==> config.mk <==
export PLATFORM = sky130hd
export DESIGN_NAME = decoder_scan_sequencer
export DESIGN_NICKNAME = d
export VERILOG_FILES = /design/src/rtl/decoder_scan_sequencer_pkg.sv /design/src/rtl/decoder_scan_sequencer_next_row.sv /design/src/rtl/decoder_scan_sequencer.sv
export SDC_FILE = /design/constraint.sdc
export NUM_CORES = 1
export LEC_CHECK = 0
export CORE_UTILIZATION = 44
export CTS_CLUSTER_SIZE = 24
export DETAILED_ROUTE_END_ITERATION = 6
export DONT_BUFFER_PORTS = 1
export PLACE_DENSITY_LB_ADDON = 0.1
export SETUP_SLACK_MARGIN = 0.2
export SLEW_MARGIN = 15
export SYNTH_ARGS = -nofsm -noshare
export SYNTH_HDL_FRONTEND = slang
export SYNTH_HIERARCHICAL = 1
export SYNTH_SLANG_ARGS = --single-unit
==> constraint.sdc <==
create_clock -name clk -period 2.5 [get_ports clk]
set_input_delay 0.5 -clock clk [delete_from_list [all_inputs] [get_ports clk]]
set_output_delay 0.5 -clock clk [all_outputs]
set_load 0.1 [all_outputs]
==> src/rtl/decoder_scan_sequencer_pkg.sv <==
// Shared definitions for the decoder row-scan sequencer: row geometry and FSM encoding.
package decoder_scan_sequencer_pkg;
    localparam int ROWS  = 8;
    localparam int SEL_W = 3;

    typedef enum logic [1:0] {
        ST_IDLE  = 2'd0,
        ST_DWELL = 2'd1,
        ST_BLANK = 2'd2
    } scan_state_t;
endpackage

==> src/rtl/decoder_scan_sequencer_next_row.sv <==
// Next enabled row strictly above cur; wraps to the lowest enabled row when none is above.
// With cur = ROWS-1 it yields the first row of a mask.
module scan_next_row
    import decoder_scan_sequencer_pkg::*;
(
    input  logic [ROWS-1:0]  mask,
    input  logic [SEL_W-1:0] cur,
    output logic [SEL_W-1:0] nxt,
    output logic             wrap
);
    logic [SEL_W-1:0] above;
    logic [SEL_W-1:0] lowest;
    logic             found;

    // Descending scans so the last hit is the lowest qualifying bit.
    always_comb begin
        above  = '0;
        lowest = '0;
        found  = 1'b0;
        for (int i = ROWS - 1; i >= 0; i--) begin
            if (mask[i] && (SEL_W'(i) > cur)) begin
                above = SEL_W'(i);
                found = 1'b1;
            end
            if (mask[i]) begin
                lowest = SEL_W'(i);
            end
        end
        wrap = !found;
        nxt  = found ? above : lowest;
    end
endmodule

==> src/rtl/decoder_scan_sequencer.sv <==
// Row-scan driver for a 3-to-8 decoder: dwell per enabled row, blank between rows,
// select only moves while the enable is low.
module decoder_scan_sequencer
    import decoder_scan_sequencer_pkg::*;
#(
    parameter int DWELL_W      = 8,
    parameter int BLANK_CYCLES = 2
) (
    input  logic               clk,
    input  logic               rst,
    input  logic               start,
    input  logic               stop,
    input  logic [DWELL_W-1:0] dwell,
    input  logic [ROWS-1:0]    row_mask,
    output logic               dec_en,
    output logic [SEL_W-1:0]   dec_sel,
    output logic               busy,
    output logic               frame_done
);
    localparam int BW = (BLANK_CYCLES > 1) ? $clog2(BLANK_CYCLES + 1) : 1;

    scan_state_t        state_q, state_d;
    logic [DWELL_W-1:0] cnt_q, cnt_d;
    logic [BW-1:0]      bcnt_q, bcnt_d;
    logic [DWELL_W-1:0] dwell_q, dwell_d;
    logic [ROWS-1:0]    mask_q, mask_d;
    logic               dec_en_d, busy_d, frame_done_d;
    logic [SEL_W-1:0]   dec_sel_d;

    logic [SEL_W-1:0]   nxt_row, first_row;
    logic               row_wrap, first_wrap_unused;
    logic               dwell_last, blank_last, start_ok, new_mask_empty;
    logic [DWELL_W-1:0] new_dwell;

    scan_next_row u_next (
        .mask (mask_q),
        .cur  (dec_sel),
        .nxt  (nxt_row),
        .wrap (row_wrap)
    );

    // First row of the incoming mask, used at start and at every frame wrap.
    scan_next_row u_first (
        .mask (row_mask),
        .cur  (SEL_W'(ROWS - 1)),
        .nxt  (first_row),
        .wrap (first_wrap_unused)
    );

    assign dwell_last     = (cnt_q == dwell_q);
    assign blank_last     = (bcnt_q == BW'(BLANK_CYCLES));
    assign new_mask_empty = (row_mask == '0);
    assign start_ok       = start && !stop && !new_mask_empty;
    assign new_dwell      = (dwell == '0) ? DWELL_W'(1) : dwell;

    always_ff @(posedge clk) begin
        if (rst) begin
            state_q    <= ST_IDLE;
            cnt_q      <= '0;
            bcnt_q     <= '0;
            dwell_q    <= '0;
            mask_q     <= '0;
            dec_en     <= 1'b0;
            dec_sel    <= '0;
            busy       <= 1'b0;
            frame_done <= 1'b0;
        end else begin
            state_q    <= state_d;
            cnt_q      <= cnt_d;
            bcnt_q     <= bcnt_d;
            dwell_q    <= dwell_d;
            mask_q     <= mask_d;
            dec_en     <= dec_en_d;
            dec_sel    <= dec_sel_d;
            busy       <= busy_d;
            frame_done <= frame_done_d;
        end
    end

    always_comb begin
        state_d = state_q;
        if (stop) begin
            state_d = ST_IDLE;
        end else begin
            case (state_q)
                ST_IDLE:  if (start_ok) state_d = ST_DWELL;
                ST_DWELL: begin
                    if (dwell_last) begin
                        if (row_wrap && new_mask_empty) state_d = ST_IDLE;
                        else if (BLANK_CYCLES > 0)      state_d = ST_BLANK;
                        else                            state_d = ST_DWELL;
                    end
                end
                ST_BLANK: if (blank_last) state_d = ST_DWELL;
                default:  state_d = ST_IDLE;
            endcase
        end
    end

    always_comb begin
        cnt_d        = cnt_q;
        bcnt_d       = bcnt_q;
        dwell_d      = dwell_q;
        mask_d       = mask_q;
        dec_en_d     = dec_en;
        dec_sel_d    = dec_sel;
        busy_d       = busy;
        frame_done_d = 1'b0;
        if (stop) begin
            dec_en_d = 1'b0;
            busy_d   = 1'b0;
        end else begin
            case (state_q)
                ST_IDLE: begin
                    if (start_ok) begin
                        dwell_d   = new_dwell;
                        mask_d    = row_mask;
                        dec_sel_d = first_row;
                        dec_en_d  = 1'b1;
                        busy_d    = 1'b1;
                        cnt_d     = DWELL_W'(1);
                    end
                end
                ST_DWELL: begin
                    if (dwell_last) begin
                        cnt_d  = DWELL_W'(1);
                        bcnt_d = BW'(1);
                        // Frame boundary: the only point where dwell/mask are re-sampled.
                        if (row_wrap) begin
                            frame_done_d = 1'b1;
                            dwell_d      = new_dwell;
                            mask_d       = row_mask;
                        end
                        if (row_wrap && new_mask_empty) begin
                            dec_en_d = 1'b0;
                            busy_d   = 1'b0;
                        end else begin
                            dec_sel_d = row_wrap ? first_row : nxt_row;
                            dec_en_d  = (BLANK_CYCLES == 0);
                        end
                    end else begin
                        cnt_d = cnt_q + DWELL_W'(1);
                    end
                end
                ST_BLANK: begin
                    if (blank_last) begin
                        dec_en_d = 1'b1;
                        cnt_d    = DWELL_W'(1);
                    end else begin
                        bcnt_d = bcnt_q + BW'(1);
                    end
                end
                default: begin
                    dec_en_d = 1'b0;
                    busy_d   = 1'b0;
                end
            endcase
        end
    end
endmodule

==> results.sh <==
export IMPL_min_to="dec_sel[0]"
export IMPL_synthFlopType="dfxtp_1"
export IMPL_arrival_ns=2.41
export IMPL_post_route_period_util_pct=87.6
export IMPL_start_kind="flip-flop"
export IMPL_drtIter0Drc=134
export IMPL_remaining_drc_errors=0
export IMPL_port_buffers=0
export IMPL_crit_slowest_cell="or3b_4"
export IMPL_dpl_cell_count=377
export IMPL_coreArea_um2=5170
export IMPL_grt_pass1_vias=1948
export IMPL_whs_ns=0.260
export IMPL_cts_reportedPaths_clkPinSlew_ns=0.07
export IMPL_gp_congestion=0.861
export IMPL_drive_gt1_share_pct=17.7
export IMPL_cts_sinks=34
export IMPL_worst_slew_pin_slew_ns=0.676
export IMPL_fin_skew_ns=0.00884
export IMPL_wl_per_cell_um=14.6
export IMPL_max_freq_mhz=457
export IMPL_period_needed_ns=2.19
export IMPL_reg2reg_to="dec_sel[2]"
export IMPL_rows=26
export IMPL_status="completed"
export IMPL_cts_hold_buffers=0
export IMPL_end_kind="flip-flop"
export IMPL_cts_tree="yes"
export IMPL_postSynthCellCount=297
export IMPL_min_path_cells=1
export IMPL_power_density_nw_per_um2=558
export IMPL_start_util_pct=46.1
export IMPL_critPathTopFamily="simple AND/OR/NAND/NOR gates"
export IMPL_setup_tns_ns=0
export IMPL_nFillCells=492
export IMPL_dieHeight_um=75.6
export IMPL_diodes=0
export IMPL_p_total_mw=1.51
export IMPL_die_x_um=75.6
export IMPL_ir_drop_mv=0.265
export IMPL_max_stage_delay_ns=0.40
export IMPL_worstPathRequired_ns=2.72
export IMPL_grt_overflow_total=0
export IMPL_r2r_cells=9
export IMPL_hold_viol=0
export IMPL_grt_usage_pct=21.4
export IMPL_die_area_um2=5710
export IMPL_clockBufferDepth=2
export IMPL_max_slew_margin_pct=54.7
export IMPL_crit_fanout=7
export IMPL_antenna_left=0
export IMPL_crit_buf_inv=1
export IMPL_cts_buffers=5
export IMPL_path_class="reg -> reg"
export IMPL_final_nets=337
export IMPL_vias=2247
export IMPL_synth_ff_latch_count=34
export IMPL_synth_edff_count=0
export IMPL_htree_levels=2
export IMPL_p_leak_nw=0.986
export IMPL_drtPass1Iterations=4
export IMPL_io_pins=26
export IMPL_routed_via_density=5.82
export IMPL_worstHoldStart="rst"
export IMPL_syn_mean_instance_area_um2=8.02
export IMPL_setup_viol=0
export IMPL_yosysWarnings=6
export IMPL_reg2reg_from="dec_sel[1]"
export IMPL_root_buffer="clkbuf_8"
export IMPL_ys_types=63
export IMPL_routed_wl_um=5650
export IMPL_drv_cap=0
export IMPL_syn_to_final_growth_pct=13.7
export IMPL_holdCritPathClass="in -> reg"
export IMPL_antenna_found_initial=0
export IMPL_rrSetupSlack_ns=0.31
export IMPL_dp_hpwl_um=4020
export IMPL_yosysSeqAreaShare_pct=28.6
export IMPL_clk_latency_ns=0.30
export IMPL_mostFrequentLayoutCells="a21oi_1, dfxtp_1, nand2b_1"
export IMPL_final_cells=386
export IMPL_ys_async_sr_fraction_pct=0
export IMPL_grt_pass1_wl_um=9300
export IMPL_grt_max_degree=47
export IMPL_path_cells="or3b_4, a21oi_2, or2_4, nor2_1, buf_4, nand3_1, o211ai_1, or3_1, a21oi_1"
export IMPL_rsz0062_at_grt="no"
export IMPL_netlist_area_um2=2380
export IMPL_drv_slew=0
final cells by class:
cell class | instances | area [um^2] | share of cell area (%)
clock buffer | 5 | 68.8 | 2.54
clock inverter | 3 | 68.8 | 2.54
inverter | 4 | 15.0 | 0.554
multi-input combinational | 255 | 1660 | 61.4
sequential | 34 | 693 | 25.6
tap | 70 | 87.6 | 3.23
timing repair buffer | 15 | 113 | 4.16
layer usage:
| metal | global-route usage, % | part of all wire [%] | vias to the layer above |
|---|---|---|---|
| met1 | 30.5 | 50 | 1038 |
| met5 | 0 | 0 | - |
| li1 | - | - | 1140 |
| met2 | 31.7 | 43 | 67 |
| met4 | 6.17 | 0.51 | 0 |
| met3 | 5.69 | 6.6 | 2 |
Yosys cell counts, types with 3 or more instances:
master	n	share of area (%)
buf_2	7	1.5
or3_1	3	0.79
clkbuf_1	8	1.3
a31oi_1	6	1.6
nand4b_1	16	5.9
nor2b_1	5	1.3
a21oi_1	31	6.5
mux2i_1	4	1.7
o21ai_2	10	3.7
inv_1	4	0.63
or4_1	3	0.95
nand2b_1	25	6.6
o21bai_1	3	0.95
o21ai_0	12	2.5
nor3_1	7	1.5
o211ai_1	3	0.95
xor2_1	8	2.9
nor2_1	18	2.8
nand2_1	15	2.4
and2_1	3	0.79
nor4_1	5	1.3
a211oi_1	6	1.9
nand3_1	9	1.9
dfxtp_1	34	29
logic make-up (layout without fill, tap and decap cells):
family,after synthesis,count (layout),share of synthesized area [%]
compound gates,100,100,28.9
xor+xnor,8,8,2.94
fa+ha+maj,2,2,1.05
buf+inv,22,27,4.62
flops,34,34,28.6
mux,4,4,1.68
other cells,1,15,0.157
simple gates,126,126,32.1
report_power, final:
group	switching (mW)	internal, mW
combinational	0.178	0.126
clock	0.219	0.400
sequential	0.0261	0.562
total	0.423	1.09
registers in the layout, summed over array words and instances (netlist names):
name and count:
state_q 2, bcnt_q 2, dwell_q 8, dec_en 1
frame_done 1, mask_q 8, dec_sel 3, busy 1
cnt_q 8
worst max-delay path by stage:
| stage | startpoint | endpoint | slack [ns] | cells after the start |
|---|---|---|---|---|
| CTS | mask_q[5] | mask_q[0] | 0.24 | 8 |
| finish | dec_sel[1] | dec_sel[2] | 0.31 | 9 |
| global route | mask_q[5] | dec_sel[2] | 0.21 | 9 |
| detailed placement | mask_q[5] | dwell_q[6] | 0.26 | 8 |
| floorplan | dec_sel[1] | mask_q[2] | 0.19 | 11 |
| global placement | mask_q[5] | dwell_q[7] | 0.29 | 8 |
per-stage QoR:
step	worst slack (ns)	util (%)	area, um^2
2_1_floorplan	0.192	-	2460
3_3_place_gp	0.286	49.3	2550
3_5_place_dp	0.260	49.3	2550
4_1_cts	0.238	52.0	2690
5_1_grt	0.207	52.4	2710
6_report	0.310	52.4	2710
timing repair:
item | CTS | global route
gates resized for setup | 0 | 4
setup endpoints to repair | 0 | 19
buffers inserted | 0 | 1
(Power assumes the default switching activity.)
